**src/rtl/cbud_timer_ctrl.sv**
```systemverilog
// Sequencer for a cascaded 4-bit up/down counter chain: load, run, tick, reload/clear.
// Optional terminal-value checker enabled by defining CBUD_TCTRL_TERMCHK_EN.
`timescale 1ns/1ps
module cbud_timer_ctrl #(
  parameter int W = 4
) (
  input  logic         CLK,
  input  logic         RSTN,
  input  logic         START,
  input  logic         STOP,
  input  logic         PAUSE,
  input  logic         MODE,
  input  logic         DIR,
  input  logic [W-1:0] PERIOD,
  input  logic [W-1:0] CNT_Q,
  input  logic         CNT_CAO,
  output logic [W-1:0] CNT_D,
  output logic         CNT_LD,
  output logic         CNT_CS,
  output logic         CNT_EN,
  output logic         CNT_CAI,
  output logic         CNT_DNUP,
  output logic         BUSY,
  output logic         TICK,
  output logic         DONE,
  output logic         ERR
);

  typedef enum logic [1:0] {
    S_IDLE = 2'd0,
    S_LOAD = 2'd1,
    S_RUN  = 2'd2
  } state_t;

  state_t       state_r;
  logic [W-1:0] prd_r;
  logic         dir_r;
  logic         mode_r;
  logic         busy_r;
  logic         tick_r;
  logic         done_r;

  logic [W-1:0] load_val_s;
  logic         run_en_s;
  logic         term_s;
  logic [W-1:0] cnt_d_s;
  logic         cnt_ld_s;
  logic         cnt_cs_s;

  // Up-counting starts from the complement so both directions reach terminal after prd_r steps.
  assign load_val_s = dir_r ? prd_r : ~prd_r;
  assign run_en_s   = (state_r == S_RUN) && !PAUSE && !STOP;
  assign term_s     = run_en_s && CNT_CAO;

  // Chain control pins; these must react in the same cycle to STOP and the terminal carry.
  always_comb begin
    cnt_d_s  = {W{1'b0}};
    cnt_ld_s = 1'b0;
    cnt_cs_s = 1'b0;
    case (state_r)
      S_LOAD: begin
        if (STOP) begin
          cnt_cs_s = 1'b1;
        end else begin
          cnt_ld_s = 1'b1;
          cnt_d_s  = load_val_s;
        end
      end
      S_RUN: begin
        if (STOP) begin
          cnt_cs_s = 1'b1;
        end else if (term_s) begin
          if (mode_r) begin
            cnt_ld_s = 1'b1;
            cnt_d_s  = load_val_s;
          end else begin
            cnt_cs_s = 1'b1;
          end
        end else begin
          cnt_ld_s = 1'b0;
        end
      end
      default: begin
        cnt_ld_s = 1'b0;
      end
    endcase
  end

  assign CNT_D    = cnt_d_s;
  assign CNT_LD   = cnt_ld_s;
  assign CNT_CS   = cnt_cs_s;
  assign CNT_EN   = run_en_s;
  assign CNT_CAI  = run_en_s;
  assign CNT_DNUP = dir_r;
  assign BUSY     = busy_r;
  assign TICK     = tick_r;
  assign DONE     = done_r;

  // Sequencing FSM with registered status pulses.
  always_ff @(posedge CLK) begin
    if (!RSTN) begin
      state_r <= S_IDLE;
      prd_r   <= {W{1'b0}};
      dir_r   <= 1'b0;
      mode_r  <= 1'b0;
      busy_r  <= 1'b0;
      tick_r  <= 1'b0;
      done_r  <= 1'b0;
    end else begin
      tick_r <= 1'b0;
      done_r <= 1'b0;
      case (state_r)
        S_IDLE: begin
          if (START && !STOP) begin
            prd_r   <= PERIOD;
            dir_r   <= DIR;
            mode_r  <= MODE;
            state_r <= S_LOAD;
            busy_r  <= 1'b1;
          end
        end
        S_LOAD: begin
          if (STOP) begin
            state_r <= S_IDLE;
            busy_r  <= 1'b0;
          end else begin
            state_r <= S_RUN;
          end
        end
        S_RUN: begin
          if (STOP) begin
            state_r <= S_IDLE;
            busy_r  <= 1'b0;
          end else if (term_s) begin
            tick_r <= 1'b1;
            if (!mode_r) begin
              done_r  <= 1'b1;
              state_r <= S_IDLE;
              busy_r  <= 1'b0;
            end
          end
        end
        default: begin
          state_r <= S_IDLE;
          busy_r  <= 1'b0;
        end
      endcase
    end
  end

`ifdef CBUD_TCTRL_TERMCHK_EN
  logic         err_r;
  logic [W-1:0] term_val_s;

  assign term_val_s = dir_r ? {W{1'b0}} : {W{1'b1}};
  assign ERR        = err_r;

  // Sticky flag: a carry out while the chain is not at its terminal value.
  always_ff @(posedge CLK) begin
    if (!RSTN) begin
      err_r <= 1'b0;
    end else if ((state_r == S_RUN) && CNT_CAO && (CNT_Q != term_val_s)) begin
      err_r <= 1'b1;
    end
  end
`else
  logic unused_cnt_q_s;
  assign unused_cnt_q_s = ^CNT_Q;
  assign ERR            = 1'b0;
`endif

endmodule

```
**config.mk**
```make
export PLATFORM = sky130hd
export DESIGN_NAME = cbud_timer_ctrl
export DESIGN_NICKNAME = d
export VERILOG_FILES = /design/src/rtl/cbud_timer_ctrl.sv
export SDC_FILE = /design/constraint.sdc
export NUM_CORES = 1
export LEC_CHECK = 0
export ABC_AREA = 0
export ABC_CLOCK_PERIOD_IN_PS = 1500
export BUFFER_PORTS_ARGS = -buffer_cell sky130_fd_sc_hd__buf_2
export CORE_MARGIN = 1.5
export CORE_UTILIZATION = 44
export CTS_BUF_LIST = sky130_fd_sc_hd__clkbuf_16
export DETAILED_ROUTE_END_ITERATION = 10
export PLACE_DENSITY = 0.78
export SLEW_MARGIN = 20
export SYNTH_ARGS = -nofsm -noshare
export SYNTH_HDL_FRONTEND = slang
export SYNTH_SLANG_ARGS = --single-unit
```
**constraint.sdc**
```tcl
create_clock -name CLK -period 1.5 [get_ports CLK]
set_input_delay 0 -clock CLK [delete_from_list [all_inputs] [get_ports CLK]]
set_output_delay 0 -clock CLK [all_outputs]
set_load 0.02 [all_outputs]
```
# Word-level counts from Yosys, hierarchy flattened
# Index checks and enable logic that the tools add are counted.
dict set report word_totals {
  ff_bits 11
  in_bits 16
}
dict set report op_classes {
  n_eq_ne 6
  reduce_logical 11
  n_bitwise 3
  muxes 29
}
# operator n
set op_table {}
lappend op_table {{4-bit two-way mux} 5}
lappend op_table {{1-bit two-way mux} 14}
lappend op_table {{2-bit two-way mux} 5}
lappend op_table {{4-bit case mux with 2 select lines} 1}
lappend op_table {{3-bit != test, second input constant} 2}
lappend op_table {{2-bit case mux with 3 select lines} 1}
lappend op_table {{1-bit logical AND} 4}
lappend op_table {{2-bit != test, second input constant} 2}
lappend op_table {{4-bit NOT} 1}
lappend op_table {{1-bit case mux with 2 select lines} 2}
lappend op_table {{4-bit AND reduction} 1}
lappend op_table {{1-bit case mux with 3 select lines} 1}
lappend op_table {{3-bit AND reduction} 1}
lappend op_table {{3-bit OR reduction} 1}
lappend op_table {{2-bit by 1-bit == test with 1-bit output, second input constant} 1}
lappend op_table {{2-bit == test, second input constant} 1}
lappend op_table {{1-bit logical NOT} 2}
lappend op_table {{2-bit logical NOT} 1}
lappend op_table {{1-bit NOT} 2}
lappend op_table {{2-bit AND reduction} 1}

# Logic depth before layout (Yosys ltp)
# Gate-level depths: netlist of run 1.
dict set report depth {
  ltp_word 7
  depth_mapped 5
  depth_no_buf 5
}

# Worst setup path before layout of run 1
# No wires, ideal clock.
dict set report synth_path {
  path_type {reg2out}
  start {register state_r[0]}
  end {output CNT_EN}
  arrival_time_ns 1.406
  path_stages_with_launch 6
  path_buffers 1
  slack_ns 0.094
  required_ns 1.500
  path_cell_list {dfxtp_1 inv_1 ha_1 nor2b_1 nor2b_1 buf_4}
}
dict set report synth_via {
  elab_chain_len 3
}
# item line
set synth_lines {}
lappend synth_lines {{from (decl)} 35} ;# state_t state_r;
lappend synth_lines {{from (signal assigned)} 102} ;# state_r <= S_IDLE;
lappend synth_lines {{from (signal assigned)} 118} ;# state_r <= S_LOAD;
lappend synth_lines {{from (signal assigned)} 124} ;# state_r <= S_IDLE;
lappend synth_lines {{2-bit == test} 52} ;# assign run_en_s = (state_r == S_RUN) && !PAUSE && !STOP;
lappend synth_lines {{1-bit logical AND (2 in series)} 52}
lappend synth_lines {{to (decl)} 20} ;# output logic CNT_EN,
# Every way passes these cells.

# Worst setup path after layout of run 1
dict set report layout_path {
  start {register state_r[0]}
  end {output CNT_D[2]}
}
dict set report layout_via {
  elab_chain_len 7
  elab_cells_between_ends 8
  cone_classes {eq/ne (2); mux (3); reduce/logical (3)}
}
# item line
set layout_lines {}
lappend layout_lines {{2-bit == test} {52, 60}}
lappend layout_lines {{1-bit logical AND (2 in series)} 52}
lappend layout_lines {{1-bit logical AND} 53} ;# assign term_s = run_en_s && CNT_CAO;
lappend layout_lines {{4-bit two-way mux} 72} ;# end else if (term_s) begin
lappend layout_lines {{4-bit two-way mux} 70} ;# if (STOP) begin
lappend layout_lines {{4-bit case mux with 2 select lines (*)} 60} ;# case (state_r)
lappend layout_lines {{to (decl)} 17} ;# output logic [W-1:0] CNT_D,
# Every way passes the cells marked *; elsewhere a longest branch is shown, timed or not.

==> run metrics, run 1 <==
status complete, no violations; total die area 0.001657 mm2; Top Ports 29; critical path, cell by cell inv_4 -> ha_4 -> and4b_2 -> o21ai_4 -> nor2_1 -> buf_4; XOR/XNOR share of the synthesized area 0.05600; Yosys reg bits 11; compound-cell area share of the yosys netlist 0.06800; core area 0.001318 mm2; crit-path max cell delay 0.36 ns; Seq/Total Area, Yosys 0.3520; Die Y-Extent 40.71 um; yosys warns 0; slowest CP cell dfxtp_4; worst vdd ir 0.8404 mV; CP Class register to output port; maximum fanout along the worst path 5; CP Buf/Inv Count 2; initial drt markers 6; final period demand of the worst path 1.486 ns; WL per Instance 13.10 um; Post-Route Skew 0.001039 ns; largest family of logic cells by synthesized area simple AND/OR/NAND/NOR gates; H-tree Lvls 1; Final setup viols 0; Sw Ratio 0.3023; Final Hold Viols 0; Comb pwr share 0.337; Buffers on Ports 23; Clock Path Buffers 2; Total GRT Usage 0.2043; setup TNS 0 ns; Fmax 673.1 MHz; CTS Root Cell clkbuf_16; PwrDens 1407 mW/mm2; DRC Markers 0; period utilization 0.9904; Static Leak 0.0004696 uW; RSZ-0062 raised after global routing true; # Max-Cap Violations 0; Crit. End Element output port; global route overflow 0; type of origin of the critical path register; largest net degree at the start of global routing 13; mux share of post-synthesis cell area 0.1440; Post-Layout Cell Count 107; site row count 13; CTS tree built; drt total wl 1402 um; Post-Syn Nets 86; synth-to-layout area growth 46.40%; Reg power frac 0.293; Switch Pwr 389.5 uW; type of the most critical hold path primary input to register; worst reg-to-reg setup slack 0.11 ns; first-pass GRT wire length 2090 um; CTS Buf Count 3; Die Width 40.71 um; Ant. Diodes 0; adder-cell share of the synthesized area 0.06000; CP delay by family, top flip-flops; First-pass DRT Iterations 4; RD Place Congestion 0.7602; vias in the first global route 500; WP data arrival 1.49 ns; post-synth cell types 21; Clk pwr share 0.370; Via Count 550; Post-DP HPWL 989.9 um; Mapped Cells 67; cell internal pwr 898.9 uW; synthesized cell area 625.6 um2; Final Net Count 112; Synth Area in Simple Gates 0.2600; Syn Area/Cell 9.337 um2; Slew Limit Fails 0; layout cell share with drive strength beyond 1 0.4674; dpl cells 103; initial antenna violation count 0; required time worst endpoint 1.50 ns; Min Hold Slack 0.01628 ns; antenna viol nets, final 0; Reg clk slew, reported paths 0.04 ns; initial core utilization 0.4748; routed vias/inst 5.140; Clock Sinks 11; worst-skew pair later-pin latency 0.24 ns
power by group through the flow:
| stage | Clock (uW) | Sequential [uW] | Combinational (uW) |
|---|---|---|---|
| after floorplan | 0 | 376 | 232 |
| after global placement | 0 | 365 | 333 |
| after detailed placement | 0 | 367 | 352 |
| after CTS | 483 | 371 | 426 |
| after global routing | 506 | 384 | 464 |
| final | 476 | 378 | 434 |
flip-flops by register name, summed over array words and instances (netlist names):
register / flops
prd_r: 4
state_r: 2
BUSY: 1
CNT_DNUP: 1
DONE: 1
TICK: 1
mode_r: 1
through the flow:
stage	util	power (uW)	setup slack (ns)	area, um2
floorplan	-	607.7	0.09381	625.6
global placement	0.5708	698.5	0.1288	752.0
detailed placement	0.5708	719.4	0.08705	752.0
CTS	0.6809	1279	-0.009874	897.1
global route	0.6952	1355	-0.05299	915.9
finish	0.6952	1288	0.01440	915.9
cells in the final DEF, fill, tap and decap left out, types with 2 or more instances in the layout:
cell type  instances
inv_1              2
nor2b_1            9
clkbuf_16          3
ha_4               2
nand3b_1           2
nor2_1             2
xor2_1             4
dfxtp_1            9
buf_2             18
buf_4              4
o21ai_0            2
buf_6              3
nand2_1            5
mux2i_1            9
path summary, 6_finish.rpt:
kind                                 from                    end  cells after the start
setup / recovery  state_r[0]$_SDFFE_PN0P_               CNT_D[2]                      6
hold / removal                  PERIOD[3]  prd_r[3]$_SDFFE_PN0P_                      3
setup reg to reg      mode_r$_SDFFE_PN0P_      BUSY$_SDFFE_PN0P_                      3
hold reg to reg         BUSY$_SDFFE_PN0P_      BUSY$_SDFFE_PN0P_                      2
area by class of cell:
cell class | count | area [um2]
Inverter | 3 | 13.76
Multi-Input combinational cell | 49 | 425.4
Tap cell | 15 | 18.77
Timing Repair Buffer | 25 | 153.9
Sequential cell | 11 | 225.2
Fill cell | 103 | 401.6
Clock buffer | 3 | 75.07
Clock inverter | 1 | 3.754
synthesized netlist by cell type:
library cell	number	area (um2)
dfxtp_1	11	220.2
clkbuf_1	2	7.510
nor2_1	4	15.01
or3b_4	1	11.26
inv_1	3	11.26
nand3b_1	2	15.01
and4b_2	1	11.26
ha_1	3	37.54
a221oi_2	1	15.01
nor3b_1	1	7.510
nor2b_1	10	62.56
buf_4	2	15.01
and2b_2	1	8.760
nand2_1	5	18.77
and2_1	1	6.260
mux2i_1	9	90.09
conb_1	1	3.750
a22oi_2	1	12.51
xor2_1	4	35.03
nand2b_1	1	6.260
o21ai_0	3	15.01
cells by family (layout without fill, tap and decap cells):
| kind of cell | Yosys count | after routing |
|---|---|---|
| other cells | 1 | 1 |
| flops | 11 | 11 |
| xor+xnor | 4 | 4 |
| buf+inv | 7 | 32 |
| mux | 9 | 9 |
| simple gates | 27 | 27 |
| fa+ha+maj | 3 | 3 |
| compound gates | 5 | 5 |
repair_timing:
| action | 4_1_cts | 5_1_grt |
|---|---|---|
| pin swaps | 1 | 7 |
| setup buffers | 0 | 1 |
| cloned | 0 | 0 |
| setup endpoints to repair | 7 | 8 |
| hold buffers | 0 | 0 |
| resized for setup | 21 | 4 |
| endpoints found under the hold margin | 0 | 0 |
routing by layer:
metal  global-route usage  vias to the layer above  wire [um]
met5                    0                        -          0
met4               0.1083                        0         38
met3              0.09783                        9         78
met2               0.3532                       23        723
met1               0.1993                      249        561
li1                     -                      269          -
worst min-delay path: cells and delay by family:
family / cells / cell delay [ns]
AND/OR/NAND/NOR: 1 / 0.09
multiplexers: 1 / 0.05
buffers and inverters: 1 / 0.07
No activity file was read; power rests on OpenSTA's default activity.
==> run 2, diff against run 1 <==
ABC_CLOCK_PERIOD_IN_PS = 1600   (was 1500)
clock period = 1.6 ns   (was 1.5 ns; I/O delays follow)
==> run metrics, run 2 (same netlist as run 1, synthesis figures left out) <==
initial drt markers 2 (-4); total power 1097 uW (-15%); CP most frequent cell buf_4; Regs by FF count prd_r: 4 flops, state_r: 2 flops; RD Place Congestion 0.7289 (-4.1%); slowest CP cell dfxtp_2; Clock Sinks 11 (unchanged); synth-to-layout area growth 33.60%; total die area 0.001657 mm2 (unchanged); most frequent cells in the layout buf_2 (20), nor2b_1 (10), dfxtp_1 (9), mux2i_1 (9), nand2_1 (5); layout cell share with drive strength beyond 1 0.3846 (-0.08278); drt total wl 1114 um (-21%); Total GRT Usage 0.1618 (-0.04252); site row count 13 (unchanged); Clk pwr share 0.408 (+0.038); Reg clk slew, reported paths 0.04 ns (about the same); period utilization 0.9428; Post-Route Skew 0.0006699 ns (-0.0003696 ns); first-pass GRT wire length 1642 um (-21%); Die Width 40.71 um (unchanged); Sw Ratio 0.2820 (-0.02031); global route overflow 0 (unchanged); DRC Markers 0 (unchanged); Ant. Diodes 0 (unchanged); Static Leak 0.0004506 uW (-4.1%); core area 0.001318 mm2 (unchanged); type of origin of the critical path register; crit-path max cell delay 0.33 ns (-0.03 ns); routed vias/inst 4.745 (-7.7%); CTS Buf Count 3 (unchanged); cell internal pwr 787.8 uW (-12%); critical path, cell by cell inv_1 -> ha_2 -> and4b_2 -> o21ai_1 -> buf_4 -> nor2_1 -> buf_4; Die Y-Extent 40.71 um (unchanged); worst reg-to-reg setup slack 0.22 ns (+0.11 ns); Clock Path Buffers 2 (unchanged); CP Class register to output port; post-route worst setup slack 0.09156 ns (+0.07715 ns); Switch Pwr 309.5 uW (-21%); max reg flops 4 (unchanged); initial core utilization 0.4748 (unchanged); worst-skew pair later-pin latency 0.24 ns (about the same); RSZ-0062 raised after global routing true; Final setup viols 0 (unchanged); worst vdd ir 0.6294 mV (-25%); antenna viol nets, final 0 (unchanged); Final Net Count 111 (-0.89%); vias in the first global route 412 (-18%); WL per Instance 10.51 um (-20%); most common cell after layout, fill and taps aside buf_2; post-placement setup slack 0.1870 ns (+0.09997 ns); PwrDens 1313 mW/mm2 (-6.7%); CTS tree built; WP data arrival 1.51 ns (+0.02 ns); CP delay by family, top buffers and inverters; Via Count 503 (-8.5%); Fmax 662.9 MHz; type of the most critical hold path primary input to register; Post-DP HPWL 828.9 um (-16%); Final Hold Viols 0 (unchanged); # Max-Cap Violations 0 (unchanged); CTS Root Cell clkbuf_16; Comb pwr share 0.280 (-0.057); status complete, no violations; First-pass DRT Iterations 2 (-2); setup bufs post-CTS 0 (unchanged); largest net degree at the start of global routing 13 (unchanged); initial antenna violation count 0 (unchanged); Crit. End Element output port; Biggest register prd_r; maximum fanout along the worst path 5 (unchanged); required time worst endpoint 1.60 ns (+0.10 ns); final period demand of the worst path 1.508 ns; CP Buf/Inv Count 3 (+1); H-tree Lvls 1 (unchanged); Top Ports 29 (unchanged); Min Hold Slack 0.01683 ns (+0.0005560 ns); Reg power frac 0.312 (+0.019); Slew Limit Fails 0 (unchanged); Buffers on Ports 23 (unchanged)
-- run 2: cell count changes in the layout (fill, tap and decap cells not counted), sizes merged --
cell and delta:
buf -1
-- run 2: stage by stage --
step,instances,utilization,setup TNS [ns],area (um2)
floorplan,67,-,0,625.6
global placement,102,0.5651,0,744.5
detailed placement,102,0.5651,0,744.5
CTS,106,0.6258,0,824.5
global route,106,0.6344,-0.008265,835.8
finish,106,0.6344,0,835.8
-- run 2: repair_timing --
item | CTS | global route
pin swaps | 0 | 1
resized for setup | 2 | 5
hold buffers | 0 | 0
endpoints found under the setup margin | 5 | 7
-- run 2: final timing paths --
path                                         startpoint                     to  depth (start not counted)
worst max register to register  state_r[0]$_SDFFE_PN0P_  prd_r[1]$_SDFFE_PN0P_                          5
worst min register to register        BUSY$_SDFFE_PN0P_      BUSY$_SDFFE_PN0P_                          2
worst max-delay path            state_r[0]$_SDFFE_PN0P_               CNT_D[1]                          7
worst min-delay path                               STOP        TICK$_SDFF_PP0_                          2
-- run 2: final cells by class --
class / instances / area, um2
fill: 118 / 481.7
multi-input combinational: 49 / 374.1
sequential: 11 / 222.7
timing repair buffer: 24 / 130.1
clock buffer: 3 / 75.07
tap: 15 / 18.77
inverter: 3 / 11.26
clock inverter: 1 / 3.754
-- run 2: power by group through the flow --
stage	Clock, uW	Sequential (uW)	Combinational, uW
after CTS	456	342	305
final	448	343	307
after detailed placement	0	344	301
after global placement	0	342	297
after global routing	471	349	341
after floorplan	0	352	218
-- run 2: metal layers --
layer	vias up	global-route usage	routed length (um)
met5	-	0	0
met4	0	0.07500	19
met3	2	0.09783	69
met2	11	0.2381	531
met1	227	0.1842	493
li1	263	-	-
==> run 3, diff against run 2 <==
CORE_UTILIZATION = 47   (was 44)
CTS_BUF_LIST = sky130_fd_sc_hd__clkbuf_4   (was sky130_fd_sc_hd__clkbuf_16)
GPL_TIMING_DRIVEN = 0   (was default)
PLACE_DENSITY = 0.82   (was 0.78)
SETUP_SLACK_MARGIN = 0.02   (was default)
==> run metrics, run 3 (same netlist as run 1, synthesis figures left out) <==
type of the most critical hold path primary input to register; drt total wl 1377 um (+24%); first-pass GRT wire length 2042 um (+24%); WL per Instance 11.97 um (+14%); post-layout util 0.7874 (+0.1530); final period demand of the worst path 1.515 ns (+0.006619 ns); Buffers on Ports 23 (unchanged); vias in the first global route 522 (+27%); CP Class register to output port; initial drt markers 2 (unchanged); routed vias/inst 4.861 (+2.4%); site row count 12 (-1); Total GRT Usage 0.2061 (+0.04436); maximum fanout along the worst path 5 (unchanged); Static Leak 0.0004700 uW (+4.3%); # Max-Cap Violations 0 (unchanged); Regs by FF count prd_r: 4 flops, state_r: 2 flops; Biggest register prd_r; largest net degree at the start of global routing 11 (-2); WP data arrival 1.52 ns (about the same); most frequent cells in the layout buf_2 (22), dfxtp_1 (9), mux2i_1 (9), nor2b_1 (7), dlygate4sd3_1 (7); Die Y-Extent 39.49 um (-3.0%); Ant. Diodes 0 (unchanged); Post-Route Skew 0.004923 ns (+0.004253 ns); H-tree Lvls 1 (unchanged); global route overflow 0 (unchanged); Final Hold Viols 0 (unchanged); worst reg-to-reg setup slack 0.24 ns (+0.02 ns); Fmax 660.0 MHz (-0.44%); Crit. End Element output port; Die Width 39.49 um (-3.0%); Slew Limit Fails 0 (unchanged); status complete, no violations; Final Net Count 121 (+9.0%); RD Place Congestion 0.7336 (+0.64%); required time worst endpoint 1.60 ns (about the same); most common cell after layout, fill and taps aside buf_2; initial core utilization 0.5342 (+0.05935); Top Ports 29 (unchanged); PwrDens 1018 mW/mm2 (-22%); crit-path max cell delay 0.35 ns (+0.02 ns); Clock Sinks 11 (unchanged); initial antenna violation count 0 (unchanged); First-pass DRT Iterations 4 (+2); worst-skew pair later-pin latency 0.27 ns (+0.03 ns); total die area 0.001559 mm2 (-5.9%); worst vdd ir 0.7853 mV (+25%); Cells on Worst Hold Path 2 (unchanged); core area 0.001171 mm2 (-11%); max reg flops 4 (unchanged); slowest CP cell dfxtp_2; setup TNS 0 ns (unchanged); setup bufs post-CTS 0 (unchanged); type of origin of the critical path register; Clock Path Buffers 2 (unchanged); synth-to-layout area growth 47.40%; RSZ-0062 raised after global routing true; Final setup viols 0 (unchanged); DRC Markers 0 (unchanged); Via Count 559 (+11%); CTS tree built; Reg clk slew, reported paths 0.07 ns (+0.03 ns); CTS Root Cell clkbuf_4; CTS Buf Count 3 (unchanged); antenna viol nets, final 0 (unchanged); period utilization 0.9469 (+0.004137); layout cell share with drive strength beyond 1 0.4455 (+0.06093); Register-to-Register Path Depth 3 (-2); critical path, cell by cell inv_2 -> ha_4 -> and4b_2 -> o21ai_4 -> nor2_1 -> buf_2
run 3: cell count changes in the layout (fill, tap and decap cells not counted), sizes merged:
cell,previous run,this run
buf,24,25
clkbuf,3,6
dlygate4sd3,0,7
inv,4,3
run 3: worst paths after layout:
path	from	to
max	state_r[0]$_SDFFE_PN0P_	CNT_D[1]
min	RSTN	TICK$_SDFF_PP0_
max reg2reg	mode_r$_SDFFE_PN0P_	BUSY$_SDFFE_PN0P_
min reg2reg	BUSY$_SDFFE_PN0P_	BUSY$_SDFFE_PN0P_
run 3: power by group:
group / leakage (uW) / internal (uW) / total [uW] / switching (uW)
clock: 0.0000184 / 114 / 202 / 88.8
combinational: 0.000361 / 195 / 398 / 202
sequential: 0.0000905 / 314 / 338 / 24.9
run 3: final cells by class:
| type | instances | area (um2) |
|---|---|---|
| fillers | 80 | 249.0 |
| clock buffers | 4 | 30.03 |
| multi-input cells | 49 | 430.4 |
| repair buffers | 30 | 187.7 |
| flip-flops and latches | 11 | 222.7 |
| inverters | 3 | 11.26 |
| plain buffers | 4 | 22.52 |
| well taps | 14 | 17.52 |
run 3: repair_timing:
action | 4_1_cts | 5_1_grt
resized for setup | 6 | 13
hold buffers | 7 | 0
pin swaps | 1 | 1
endpoints found under the setup margin | 6 | 8
endpoints found under the hold margin | 7 | 0
run 3: per-layer routing:
layer | wire length [um] | share of wire | GRT usage | vias to the layer above
li1 | - | - | - | 284
met1 | 578 | 0.42 | 0.2014 | 261
met2 | 721 | 0.52 | 0.3525 | 14
met3 | 76 | 0.055 | 0.1080 | 0
met4 | 0 | 0 | 0.09483 | 0
met5 | 0 | 0 | 0 | -
run 3: per-stage QoR:
stage / instance area (um2) / setup slack, ns / cells / hold slack (ns) / power (uW)
detailed placement: 758.2 / 0.02442 / 104 / 0.2605 / 648.4
CTS: 875.8 / 0.02059 / 115 / 0.02639 / 883.0
global route: 922.1 / 0.01939 / 115 / 0.03274 / 993.7
finish: 922.1 / 0.08494 / 115 / 0.03688 / 938.6
floorplan: 625.6 / 0.1938 / 67 / 0.08387 / 569.8
global placement: 758.2 / 0.04357 / 104 / 0.2578 / 639.3
run 3: critical path, delay by kind of cell, from the launching register on:
kind	cells	cell delay, ns
buffers and inverters	2	0.23
AND/OR/NAND/NOR	2	0.31
flip-flops	1	0.35
AO/OA/AOI/OAI	1	0.20
adder cells (fa/ha/maj)	1	0.17
